$ cat src/rtl/trap_ret_if.sv
// trap_ret_if: idex/csr-side signals of the trap-exit sequencer.
interface trap_ret_if;
  logic        mret;
  logic        trap_in;
  logic        trap_jump;
  logic [31:0] csr_rdata;
  logic [31:0] csr_wdata;
  logic        csr_we;
  logic [11:0] csr_addr;
  logic [31:0] pc_idex;
  logic [31:0] pc_n;
  logic        ret_jump;
  logic        ret_busy;
  logic        ret_err;
  modport master (output mret, trap_in, trap_jump, csr_rdata, pc_idex,
                  input  csr_wdata, csr_we, csr_addr, pc_n, ret_jump, ret_busy, ret_err);
  modport slave  (input  mret, trap_in, trap_jump, csr_rdata, pc_idex,
                  output csr_wdata, csr_we, csr_addr, pc_n, ret_jump, ret_busy, ret_err);
endinterface

$ cat src/rtl/trap_ret.sv
// trap_ret: mret sequencer (restore mstatus, fetch mepc, redirect PC).
// Define TRAP_RET_CHECK_EN to reject mret when the trap nesting depth is zero.
module trap_ret #(
  parameter int MEPC_ALIGN = 2,
  parameter int DEPTH_W    = 4
) (
  input logic       clk,
  input logic       rst_n,
  trap_ret_if.slave bus
);
  localparam logic [1:0] IDLE = 2'd0, WMST = 2'd1, RDPC = 2'd2, JMPC = 2'd3;
  localparam logic [31:0] ALIGN_MASK = ~((32'd1 << MEPC_ALIGN) - 32'd1);
  logic [1:0]  state, state_n;
  logic [31:0] mepc_r;
  logic        illegal, acc;
`ifdef TRAP_RET_CHECK_EN
  logic [DEPTH_W-1:0] depth;
  logic               up, dn;
  assign up = bus.trap_jump;
  assign dn = state == JMPC;
  // saturating at all-ones, clamped at zero; up and dn together cancel
  always_ff @(posedge clk or negedge rst_n)
    if (!rst_n) depth <= '0;
    else if (up && !dn && !(&depth)) depth <= depth + 1'b1;
    else if (dn && !up && |depth) depth <= depth - 1'b1;
  assign illegal = depth == '0;
`else
  logic [DEPTH_W-1:0] unused_depth;
  assign unused_depth = {DEPTH_W{bus.trap_jump}};
  assign illegal = 1'b0;
`endif
  assign acc = bus.mret & ~bus.trap_in & ~illegal;
  always_comb
    state_n = state == IDLE ? (acc ? WMST : IDLE) :
              state == WMST ? RDPC :
              state == RDPC ? JMPC : IDLE;
  assign bus.csr_we    = state == WMST;
  assign bus.csr_addr  = state == WMST ? 12'h300 : state == RDPC ? 12'h341 : 12'h000;
  // MIE <- MPIE, MPIE <- 1
  assign bus.csr_wdata = state == WMST ?
                         {bus.csr_rdata[31:8], 1'b1, bus.csr_rdata[6:4], bus.csr_rdata[7], bus.csr_rdata[2:0]} :
                         32'h0;
  assign bus.pc_n      = state == JMPC ? mepc_r : bus.pc_idex;
  assign bus.ret_jump  = state == JMPC;
  assign bus.ret_busy  = state != IDLE || acc;
  assign bus.ret_err   = state == IDLE && bus.mret && !bus.trap_in && illegal;
  always_ff @(posedge clk or negedge rst_n)
    if (!rst_n) begin
      state  <= IDLE;
      mepc_r <= '0;
    end else begin
      state <= state_n;
      if (state == RDPC) mepc_r <= bus.csr_rdata & ALIGN_MASK;
    end
endmodule

$ cat src/flat_wrapper.sv
// flat-port wrapper written by rule: the top's interface ports become plain ports
module trap_ret_flat 
#(
  parameter int MEPC_ALIGN = 2,
  parameter int DEPTH_W    = 4
)
  (clk, rst_n, bus_mret, bus_trap_in, bus_trap_jump, bus_csr_rdata, bus_pc_idex, bus_csr_wdata, bus_csr_we, bus_csr_addr, bus_pc_n, bus_ret_jump, bus_ret_busy, bus_ret_err);
  trap_ret_if bus_i ();
  input logic clk;
  input logic rst_n;
  input wire logic [$bits(bus_i.mret)-1:0] bus_mret;
  input wire logic [$bits(bus_i.trap_in)-1:0] bus_trap_in;
  input wire logic [$bits(bus_i.trap_jump)-1:0] bus_trap_jump;
  input wire logic [$bits(bus_i.csr_rdata)-1:0] bus_csr_rdata;
  input wire logic [$bits(bus_i.pc_idex)-1:0] bus_pc_idex;
  output wire logic [$bits(bus_i.csr_wdata)-1:0] bus_csr_wdata;
  output wire logic [$bits(bus_i.csr_we)-1:0] bus_csr_we;
  output wire logic [$bits(bus_i.csr_addr)-1:0] bus_csr_addr;
  output wire logic [$bits(bus_i.pc_n)-1:0] bus_pc_n;
  output wire logic [$bits(bus_i.ret_jump)-1:0] bus_ret_jump;
  output wire logic [$bits(bus_i.ret_busy)-1:0] bus_ret_busy;
  output wire logic [$bits(bus_i.ret_err)-1:0] bus_ret_err;
  assign bus_i.mret = bus_mret;
  assign bus_i.trap_in = bus_trap_in;
  assign bus_i.trap_jump = bus_trap_jump;
  assign bus_i.csr_rdata = bus_csr_rdata;
  assign bus_i.pc_idex = bus_pc_idex;
  assign bus_csr_wdata = bus_i.csr_wdata;
  assign bus_csr_we = bus_i.csr_we;
  assign bus_csr_addr = bus_i.csr_addr;
  assign bus_pc_n = bus_i.pc_n;
  assign bus_ret_jump = bus_i.ret_jump;
  assign bus_ret_busy = bus_i.ret_busy;
  assign bus_ret_err = bus_i.ret_err;
  trap_ret #(.MEPC_ALIGN(MEPC_ALIGN), .DEPTH_W(DEPTH_W)) u_core (.clk(clk), .rst_n(rst_n), .bus(bus_i));
endmodule
$ cat config.mk
export PLATFORM = sky130hd
export DESIGN_NAME = trap_ret_flat
export DESIGN_NICKNAME = d
export VERILOG_FILES = /design/src/rtl/trap_ret_if.sv /design/src/rtl/trap_ret.sv /design/src/flat_wrapper.sv
export SDC_FILE = /design/constraint.sdc
export NUM_CORES = 1
export LEC_CHECK = 0
export ABC_AREA = 1
export CORE_MARGIN = 1.5
export CORE_UTILIZATION = 41
export DETAILED_ROUTE_END_ITERATION = 8
export MAX_ROUTING_LAYER = met4
export PLACE_DENSITY = 0.88
export SETUP_SLACK_MARGIN = 0.1
export SLEW_MARGIN = 20
export SYNTH_ARGS = -nofsm -noshare
export SYNTH_HDL_FRONTEND = slang
export SYNTH_SLANG_ARGS = --single-unit
$ cat constraint.sdc
create_clock -name clk -period 3 [get_ports clk]
set_input_delay 0.6 -clock clk [delete_from_list [all_inputs] [get_ports clk]]
set_output_delay 0.6 -clock clk [all_outputs]
set_load 0.01 [all_outputs]
==> impl_metrics.csv, run 1 <==
group,metric,value,unit
sta,min_period,2.70,ns
logic_synthesis,synth_area_leader_cell,"dfrtp_1",
critical_path,path_class,"flip-flop to primary output",
die,num_io_pins,149,
route,routed_wirelength,5740,µm
grt,grt_pass1_wl,9810,µm
critical_path,path_cells,"ha_2 -> buf_12 -> nand2_1 -> o21ai_2 -> clkdlybuf4s50_1",
route,drt_iter0_markers,108,
sta,slew_headroom,51.4,%
cells_and_area,final_area,0.00379,mm²
route,wl_per_cell,10.9,µm
cells_and_area,diodes,0,
logic_synthesis,ys_warn_count,0,
critical_path,critPathLaunchType,"flip-flop",
cells_and_area,fill_cells,473,
route,via_count,2269,
cts,hold_buffers,0,
die,die_h,79.7,µm
logic_synthesis,synth_top_area_share,33.2,%
critical_path,required,2.40,ns
logic_synthesis,syn_area,0.00241,mm²
critical_path,critical-path-max-stage-delay,0.56,ns
route,ant_nets,0,
sta,worst_slack,0.297,ns
placed_design,preCtsSetupSlack,0.583,ns
cells_and_area,utilization,68.0,%
die,rows,27,
logic_synthesis,async_reset_ff_share,100,%
logic_synthesis,synth-seq-area-share,33.2,%
logic_synthesis,synth_ff_type,"dfrtp_1",
die,die-area,0.00635,mm²
logic_synthesis,syn_inst,324,
sta,rsz0062_at_grt,"false",
min_path,hold_class,"input port to asynchronous set/reset pin",
sta,fin_crit_sh,90.1,%
die,die_w,79.7,µm
power,total_power,3.05,mW
grt,grt_pass1_vias,2270,
cts,insertion_delay,0.27,ns
cts,htreeDepth,2,
placed_design,io_buffer_count,138,
cts,cts_resized,0,
logic_synthesis,syn_area_per_cell,7.44,µm²
grt,gr-total-overflow,0,
sta,hold_violations,0,
placed_design,dp.final_hpwl,4520,µm
cells_and_area,syn_to_final_growth,57.3,%
flow_run,maxCapViolCount,0,
critical_path,worst-path-max-fanout,24,
die,start_util,43.3,%
cts,post-cts-setup-buffers,0,
cts,clockBufferDepth,2,
placed_design,dp_cells,517,
cts,numCtsBuffers,5,
sta,hold_slack,0.376,ns
sta,skew,0.00411,ns
logic_synthesis,synth_commonest_cells,"inv_1 (97), nand2_1 (95), o21ai_2 (56)",
logic_synthesis,ys_ff_latch,32,
sta,worst_pin_slew,0.729,ns
die,core_region_area,0.00557,mm²
cts,cts.sinks,32,
route,drt_first_pass_iters,4,
sta,setup_violations,0,
cts,clk_pin_slew,0.06,ns
logic_synthesis,yosysMostFrequentCell,"inv_1",
power,pwr_density_cell,805,mW/mm²
grt,grtUsageTotal,19.6,%
critical_path,critPathCaptureType,"primary output",
sta,finalSetupTns,0,ns
cts,cts_tree,"built",
grt,grt_max_degree,35,
sta,slew_viol_final,0,
grt,antenna_found_initial,0,
placed_design,dpl_cell_area,0.00370,mm²
cts,cts-root-buf,"clkbuf_8",
sta,fmax,370,MHz
power,ir_drop,0.000747,V
cells_and_area,drive_gt1_share,15.9,%
route,drc_errors,0,
route,vias_per_cell,4.32,
cells_and_area,stdcell_count,525,
logic_synthesis,synth_edf_count,0,
critical_path,crit_arrival,2.10,ns
cells_and_area,nNetsFinal,527,
power,p_leak,1.97,nW
run_status,outcome,"complete, no violations",
critical_path,crit_path_top_delay_cell,"clkdlybuf4s50_1",
logic_synthesis,ys_types,16,
logic_synthesis,synth_area_leaders,"dfrtp_1 (33%), o21ai_2 (20%), inv_1 (15%), nand2_1 (15%), buf_6 (4.7%)",
placed_design,gp_congestion,0.720,
## layout by cell type (no fill, tap or decap)
cell / n
clkdlybuf4s50_1: 137
inv_1: 97
nand2_1: 95
o21ai_2: 56
dfrtp_1: 32
conb_1: 9
clkbuf_8: 6
ha_1: 4
buf_12: 3
o21ai_0: 2
nor2_1: 2
o21ai_1: 2
ha_2: 2
clkinv_2: 2
buf_4: 2
nand3_1: 1
buf_2: 1
## metal layers
| metal | vias to the layer above | global-route usage [%] | wire [µm] |
|---|---|---|---|
| met1 | 996 | 21.1 | 2220 |
| met2 | 90 | 36.0 | 2980 |
| met5 | - | - | 0 |
| met3 | 6 | 3.89 | 473 |
| met4 | 0 | 6.32 | 70 |
| li1 | 1177 | - | - |
## state kept, by name, summed over array words and instances (netlist names)
| register | cells |
|---|---|
| u_core.mepc_r | 30 |
| u_core.state | 2 |
## cell families after synthesis
family	count (synthesis)	share of synthesized area (%)
buf+inv	127	27.0
simple gates	98	15.3
compound gates	60	21.2
flops	32	33.2
fa+ha+maj	6	3.11
other cells	1	0.156
## critical path, delay by kind of cell, from the launching register on
kind | cells | cell delay [ns]
compound gates | 1 | 0.06
buf+inv | 2 | 0.80
simple gates | 1 | 0.08
flops | 1 | 0.40
fa+ha+maj | 1 | 0.47
## report_power, final
part,total [mW],internal [mW],switching (mW)
clock,0.336,0.183,0.153
sequential,0.767,0.649,0.118
combinational,1.95,0.974,0.975
## area by class of cell
cell class                 count  area [µm²]  area share (%)
clock buffer                   6        82.6            2.18
multi-input combinational    173         993            26.2
tap                           72        90.1            2.38
timing repair buffer         143        1450            38.3
clock inverter                 2        10.0           0.264
sequential                    32         801            21.1
inverter                      97         364            9.60
## final timing paths
check	startpoint	to	slack (ns)	cells past startpoint
worst max register to register	u_core.state[0]$_DFF_PN0_	u_core.mepc_r[9]$_DFFE_PN0N_	1.28	5
min in group clk	u_core.mepc_r[17]$_DFFE_PN0N_	u_core.mepc_r[17]$_DFFE_PN0N_	0.51	2
max in group asynchronous	rst_n	u_core.mepc_r[4]$_DFFE_PN0N_	2.15	1
worst max-delay path	u_core.state[0]$_DFF_PN0_	bus_pc_n[7]	0.30	5
worst min register to register	u_core.mepc_r[17]$_DFFE_PN0N_	u_core.mepc_r[17]$_DFFE_PN0N_	0.51	2
worst min-delay path	rst_n	u_core.state[0]$_DFF_PN0_	0.38	1
No activity file was read; power rests on OpenSTA's default activity.
==> run 2: changes to the inputs <==
Settings changed: CELL_PAD_IN_SITES_DETAIL_PLACEMENT set to 1, CELL_PAD_IN_SITES_GLOBAL_PLACEMENT set to 2, CORE_UTILIZATION 41 to 20, PLACE_DENSITY 0.88 to unset, PLACE_DENSITY_LB_ADDON set to 0.1.
==> run 2 against run 1 <==
Critical endpoint is now bus_pc_n[10]; utilization shrank 34 points; final cell count grew 13%; combinational power is essentially flat; global-route usage shrank 8.5 points; highest routed layer unchanged.
==> impl_metrics.csv, run 2 (same netlist as run 1, synthesis figures left out) <==
group,metric,value,unit
route,via_count,2276,
route,drt_iter0_markers,33,
cts,post-cts-setup-buffers,0,
route,routed_wirelength,6780,µm
critical_path,r2r_end,"u_core.mepc_r[21]$_DFFE_PN0N_",
sta,worst_pin_slew,0.817,ns
cells_and_area,final_common_cell,"clkdlybuf4s50_1",
route,drc_errors,0,
cts,cts_tree,"built",
sta,slew_headroom,45.6,%
cells_and_area,reg_top3,"u_core.mepc_r x30, u_core.state x2",
cells_and_area,final_area,0.00392,mm²
critical_path,worst-path-max-fanout,25,
cells_and_area,utilization,33.9,%
run_status,outcome,"complete, no violations",
die,core_region_area,0.0116,mm²
sta,hold_violations,0,
grt,gr-total-overflow,0,
cells_and_area,diodes,0,
route,drt_first_pass_iters,2,
placed_design,dp.final_hpwl,5120,µm
critical_path,critPathCaptureType,"primary output",
critical_path,ff2ff_setup_slack,1.34,ns
cells_and_area,syn_to_final_growth,62.7,%
cells_and_area,mostFrequentLayoutCells,"clkdlybuf4s50_1 (137), inv_1 (97), nand2_1 (95), o21ai_2 (56), dfrtp_1 (32)",
cells_and_area,largest_register_ffs,30,
power,p_leak,1.98,nW
cts,cts_resized,0,
sta,rsz0062_at_grt,"false",
sta,min_period,2.61,ns
die,die-area,0.0127,mm²
critical_path,reg2reg_from,"u_core.state[0]$_DFF_PN0_",
grt,grt_max_degree,61,
grt,grt_pass1_wl,11300,µm
die,num_io_pins,149,
die,start_util,20.8,%
grt,grtUsageTotal,11.2,%
cts,numCtsBuffers,5,
cells_and_area,nNetsFinal,526,
sta,skew,0.00464,ns
cells_and_area,largest_register,"u_core.mepc_r",
critical_path,required,2.40,ns
critical_path,path_class,"flip-flop to primary output",
cts,cts-root-buf,"clkbuf_16",
sta,fin_crit_sh,87.1,%
power,pwr_density_cell,818,mW/mm²
route,wl_per_cell,11.4,µm
critical_path,crit_arrival,2.01,ns
grt,antenna_found_initial,0,
route,ant_nets,0,
cts,hold_buffers,0,
sta,setup_violations,0,
sta,slew_viol_final,0,
min_path,hold_class,"input port to asynchronous set/reset pin",
cts,clk_pin_slew,0.05,ns
cells_and_area,drive_gt1_share,15.3,%
sta,finalSetupTns,0,ns
die,rows,39,
route,vias_per_cell,3.83,
placed_design,io_buffer_count,138,
sta,fmax,383,MHz
placed_design,dpl_cell_area,0.00378,mm²
die,die_h,113,µm
sta,hold_slack,0.420,ns
power,ir_drop,0.000583,V
critical_path,critPathLaunchType,"flip-flop",
cts,cts.sinks,32,
critical_path,reg2regPathDepth,4,
cts,htreeDepth,2,
placed_design,gp_congestion,0.652,
die,die_w,113,µm
flow_run,maxCapViolCount,0,
cts,clockBufferDepth,2,
grt,grt_pass1_vias,2324,
cts,insertion_delay,0.27,ns
==> run 2: changes by cell type in the layout (fill, tap and decap cells not counted) <==
cell	delta
buf_12	-2
buf_4	+1
clkbuf_16	+5
ha_2	-2
clkbuf_1	+2
clkbuf_8	-5
ha_4	+2
clkinv_2	-2
==> run 2: worst max path at each step <==
stage                              startpoint      endpoint  depth (start not counted)
floorplan           u_core.state[0]$_DFF_PN0_   bus_pc_n[0]                          4
global placement               bus_pc_idex[2]   bus_pc_n[2]                          4
detailed placement            bus_pc_idex[31]  bus_pc_n[31]                          4
CTS                 u_core.state[1]$_DFF_PN0_  bus_pc_n[10]                          5
global route        u_core.state[1]$_DFF_PN0_  bus_pc_n[12]                          5
finish              u_core.state[1]$_DFF_PN0_  bus_pc_n[10]                          5
==> run 2: cell type report <==
class	instances	area [µm²]
clock buffer	8	146
timing repair buffer	142	1420
tap	143	179
inverter	97	364
fill	1423	7640
sequential	32	801
multi-input combinational	173	1010
==> run 2: critical path, stage by stage (launching register included) <==
cell and delay (ns):
dfrtp_1 0.46, ha_4 0.19, buf_4 0.32, nand2_1 0.14, o21ai_2 0.08, clkdlybuf4s50_1 0.54
==> run 2: per-layer routing <==
metal | track usage [%] | routed length [µm] | share of wire (%) | up-vias
met2 | 19.0 | 3290 | 49 | 78
met3 | 2.30 | 388 | 5.7 | 2
met1 | 13.8 | 3070 | 45 | 1018
met4 | 2.03 | 29 | 0.43 | 0
met5 | - | 0 | 0 | -
li1 | - | - | - | 1178
==> run 2: per-stage QoR <==
step	total power [mW]	worst slack [ns]	instances
after floorplan	2.09	1.27	332
after global routing	3.50	0.247	595
after global placement	2.74	0.621	587
after CTS	3.30	0.343	595
after detailed placement	2.76	0.591	587
final	3.21	0.388	595
==> run 2: report_power, final <==
group          switching [mW]  internal (mW)  total, mW
Clock                   0.178          0.331      0.509
Combinational           0.981          0.948       1.93
Sequential              0.122          0.650      0.772
Total                    1.28           1.93       3.21
==> run 3: changes to the inputs <==
Settings changed: ABC_AREA 1 to unset, CORE_UTILIZATION 20 to 22.
==> run 3 against run 2 <==
First-iteration DRC count fell by 27%; global-route usage is 1.7 points higher; worst hold slack worse by 0.024 ns; flip-flop and latch count unchanged; final area shrank 7.8%; utilization up 5.2 points; final cell count down 28%; sequential share of layout area up 1.7 points; clock-buffer cell count is the same; sequential power hardly changed.
==> impl_metrics.csv, run 3 <==
group,metric,value,unit
run_status,outcome,"complete, no violations",
die,start_util,22.7,%
logic_synthesis,syn_area,0.00210,mm²
sta,slew_viol_final,0,
critical_path,reg2regPathDepth,4,
grt,grt_pass1_vias,1763,
sta,fin_crit_sh,90.1,%
power,comb_power_share,61.3,%
sta,min_period,2.70,ns
grt,grtUsageTotal,12.8,%
cells_and_area,drive_gt1_share,25.5,%
route,drt_first_pass_iters,3,
power,p_leak,1.49,nW
sta,hold_slack,0.396,ns
route,drt_iter0_markers,24,
logic_synthesis,synth_commonest_cells,"dfrtp_1 (32), mux2_2 (32), and2_1 (31)",
sta,slew_headroom,48.6,%
power,p_sw_share,32.5,%
power,clkPwrFrac,12.0,%
sta,hold_violations,0,
power,p_seq_share,26.7,%
cts,hold_buffers,0,
critical_path,critPathBufInv,2,
critical_path,critPathCaptureType,"primary output",
cts,insertion_delay,0.28,ns
route,drc_errors,0,
logic_synthesis,synth_edf_count,0,
route,wl_per_cell,14.7,µm
route,vias_per_cell,3.92,
logic_synthesis,syn_inst,162,
cells_and_area,diodes,0,
logic_synthesis,synth_ff_type,"dfrtp_1",
critical_path,required,2.40,ns
min_path,hold_class,"input port to asynchronous set/reset pin",
cells_and_area,final_area,0.00362,mm²
cells_and_area,nNetsFinal,372,
cts,cts-root-buf,"clkbuf_8",
critical_path,critical-path-max-stage-delay,0.48,ns
cells_and_area,mostFrequentLayoutCells,"clkdlybuf4s50_1 (137), mux2_2 (32), dfrtp_1 (32), and2_1 (31), mux2_4 (28)",
logic_synthesis,ys_warn_count,0,
power,pwr_density_cell,799,mW/mm²
flow_run,maxCapViolCount,0,
critical_path,worst-path-max-fanout,20,
critical_path,crit_arrival,2.10,ns
logic_synthesis,synth_area_leader_cell,"dfrtp_1",
power,ir_drop,0.000505,V
logic_synthesis,ys_types,14,
cts,htreeDepth,2,
critical_path,crit_family,"buffers and inverters",
die,rows,35,
grt,antenna_found_initial,0,
grt,gr-total-overflow,0,
power,power.internal,1.95,mW
placed_design,dp.final_hpwl,4770,µm
cts,clk_pin_slew,0.07,ns
logic_synthesis,syn_area_per_cell,13.0,µm²
placed_design,io_buffer_count,138,
sta,worst_slack,0.296,ns
cells_and_area,syn_to_final_growth,72.4,%
cells_and_area,utilization,39.1,%
critical_path,crit_path_top_delay_cell,"clkdlybuf4s50_1",
cts,cts.sinks,32,
sta,setup_violations,0,
route,routed_wirelength,6280,µm
sta,worst_pin_slew,0.772,ns
die,num_io_pins,149,
grt,grt_max_degree,33,
placed_design,preCtsSetupSlack,0.452,ns
critical_path,path_class,"flip-flop to primary output",
sta,skew,0.00839,ns
logic_synthesis,synth-seq-area-share,38.2,%
die,die_h,101,µm
critical_path,critPathLaunchType,"flip-flop",
placed_design,gp_congestion,0.704,
sta,rsz0062_at_grt,"false",
cts,post-cts-setup-buffers,0,
placed_design,dpl_cell_area,0.00352,mm²
cts,clockBufferDepth,2,
die,die_w,101,µm
cells_and_area,largest_register,"u_core.mepc_r",
cells_and_area,final_common_cell,"clkdlybuf4s50_1",
route,via_count,1672,
critical_path,path_depth,4,
cells_and_area,reg_top3,"u_core.mepc_r x30, u_core.state x2",
sta,fmax,370,MHz
power,switchingPower,0.939,mW
cells_and_area,largest_register_ffs,30,
die,core_region_area,0.00924,mm²
die,die-area,0.0101,mm²
sta,finalSetupTns,0,ns
cts,numCtsBuffers,5,
logic_synthesis,synth_top_area_share,38.2,%
critical_path,path_cells,"ha_2 -> buf_4 -> mux2_2 -> clkdlybuf4s50_1",
logic_synthesis,ys_ff_latch,32,
grt,grt_pass1_wl,9650,µm
logic_synthesis,async_reset_ff_share,100,%
cts,cts_tree,"built",
route,ant_nets,0,
cts,cts_resized,0,
logic_synthesis,synth_area_leaders,"dfrtp_1 (38%), mux2_4 (20%), mux2_2 (17%), and2_1 (9.2%), buf_4 (5.7%)",
run 3: layout make-up:
type	count	area (µm²)
Clock buffer	8	90.1
Inverter	4	15.0
Fill cell	1007	5620
Timing Repair Buffer	143	1430
Tap cell	129	161
Sequential cell	32	801
Multi-Input combinational cell	111	1120
run 3: power groups by stage:
stage | logic [mW] | clock network (mW) | registers (mW)
6_report | 1.77 | 0.347 | 0.772
3_3_place_gp | 1.80 | 0 | 0.779
3_5_place_dp | 1.80 | 0 | 0.786
2_1_floorplan | 1.12 | 0 | 0.747
5_1_grt | 1.91 | 0.390 | 0.814
4_1_cts | 1.81 | 0.368 | 0.777
run 3: final timing paths:
check                                         startpoint                       endpoint  slack (ns)
min                                                rst_n  u_core.mepc_r[17]$_DFFE_PN0N_        0.40
max in group asynchronous                          rst_n   u_core.mepc_r[3]$_DFFE_PN0N_        2.11
min reg2reg                u_core.mepc_r[31]$_DFFE_PN0N_  u_core.mepc_r[31]$_DFFE_PN0N_        0.51
max reg2reg                    u_core.state[0]$_DFF_PN0_  u_core.mepc_r[19]$_DFFE_PN0N_        1.20
min in group clk           u_core.mepc_r[31]$_DFFE_PN0N_  u_core.mepc_r[31]$_DFFE_PN0N_        0.51
max                            u_core.state[0]$_DFF_PN0_                   bus_pc_n[31]        0.30
run 3: per-stage QoR:
step / cells / power (mW)
finish: 427 / 2.89
global route: 427 / 3.11
CTS: 427 / 2.96
detailed placement: 419 / 2.59
global placement: 419 / 2.58
floorplan: 170 / 1.87
run 3: cell families (layout without fill, tap and decap cells):
family | Yosys count | count (layout) | synth area share (%)
fa+ha+maj | 6 | 6 | 3.58
other cells | 1 | 9 | 0.179
buf+inv | 27 | 155 | 9.96
mux | 60 | 60 | 37.2
flops | 32 | 32 | 38.2
simple gates | 34 | 34 | 10.4
compound gates | 2 | 2 | 0.477
run 3: per-layer routing:
metal  share of wire [%]  up-vias  track usage (%)
met5                   0        -                -
met4                0.81        0             2.60
met3                 7.0        4             3.61
met2                  50       73             21.2
met1                  42      804             15.7
li1                    -      791                -
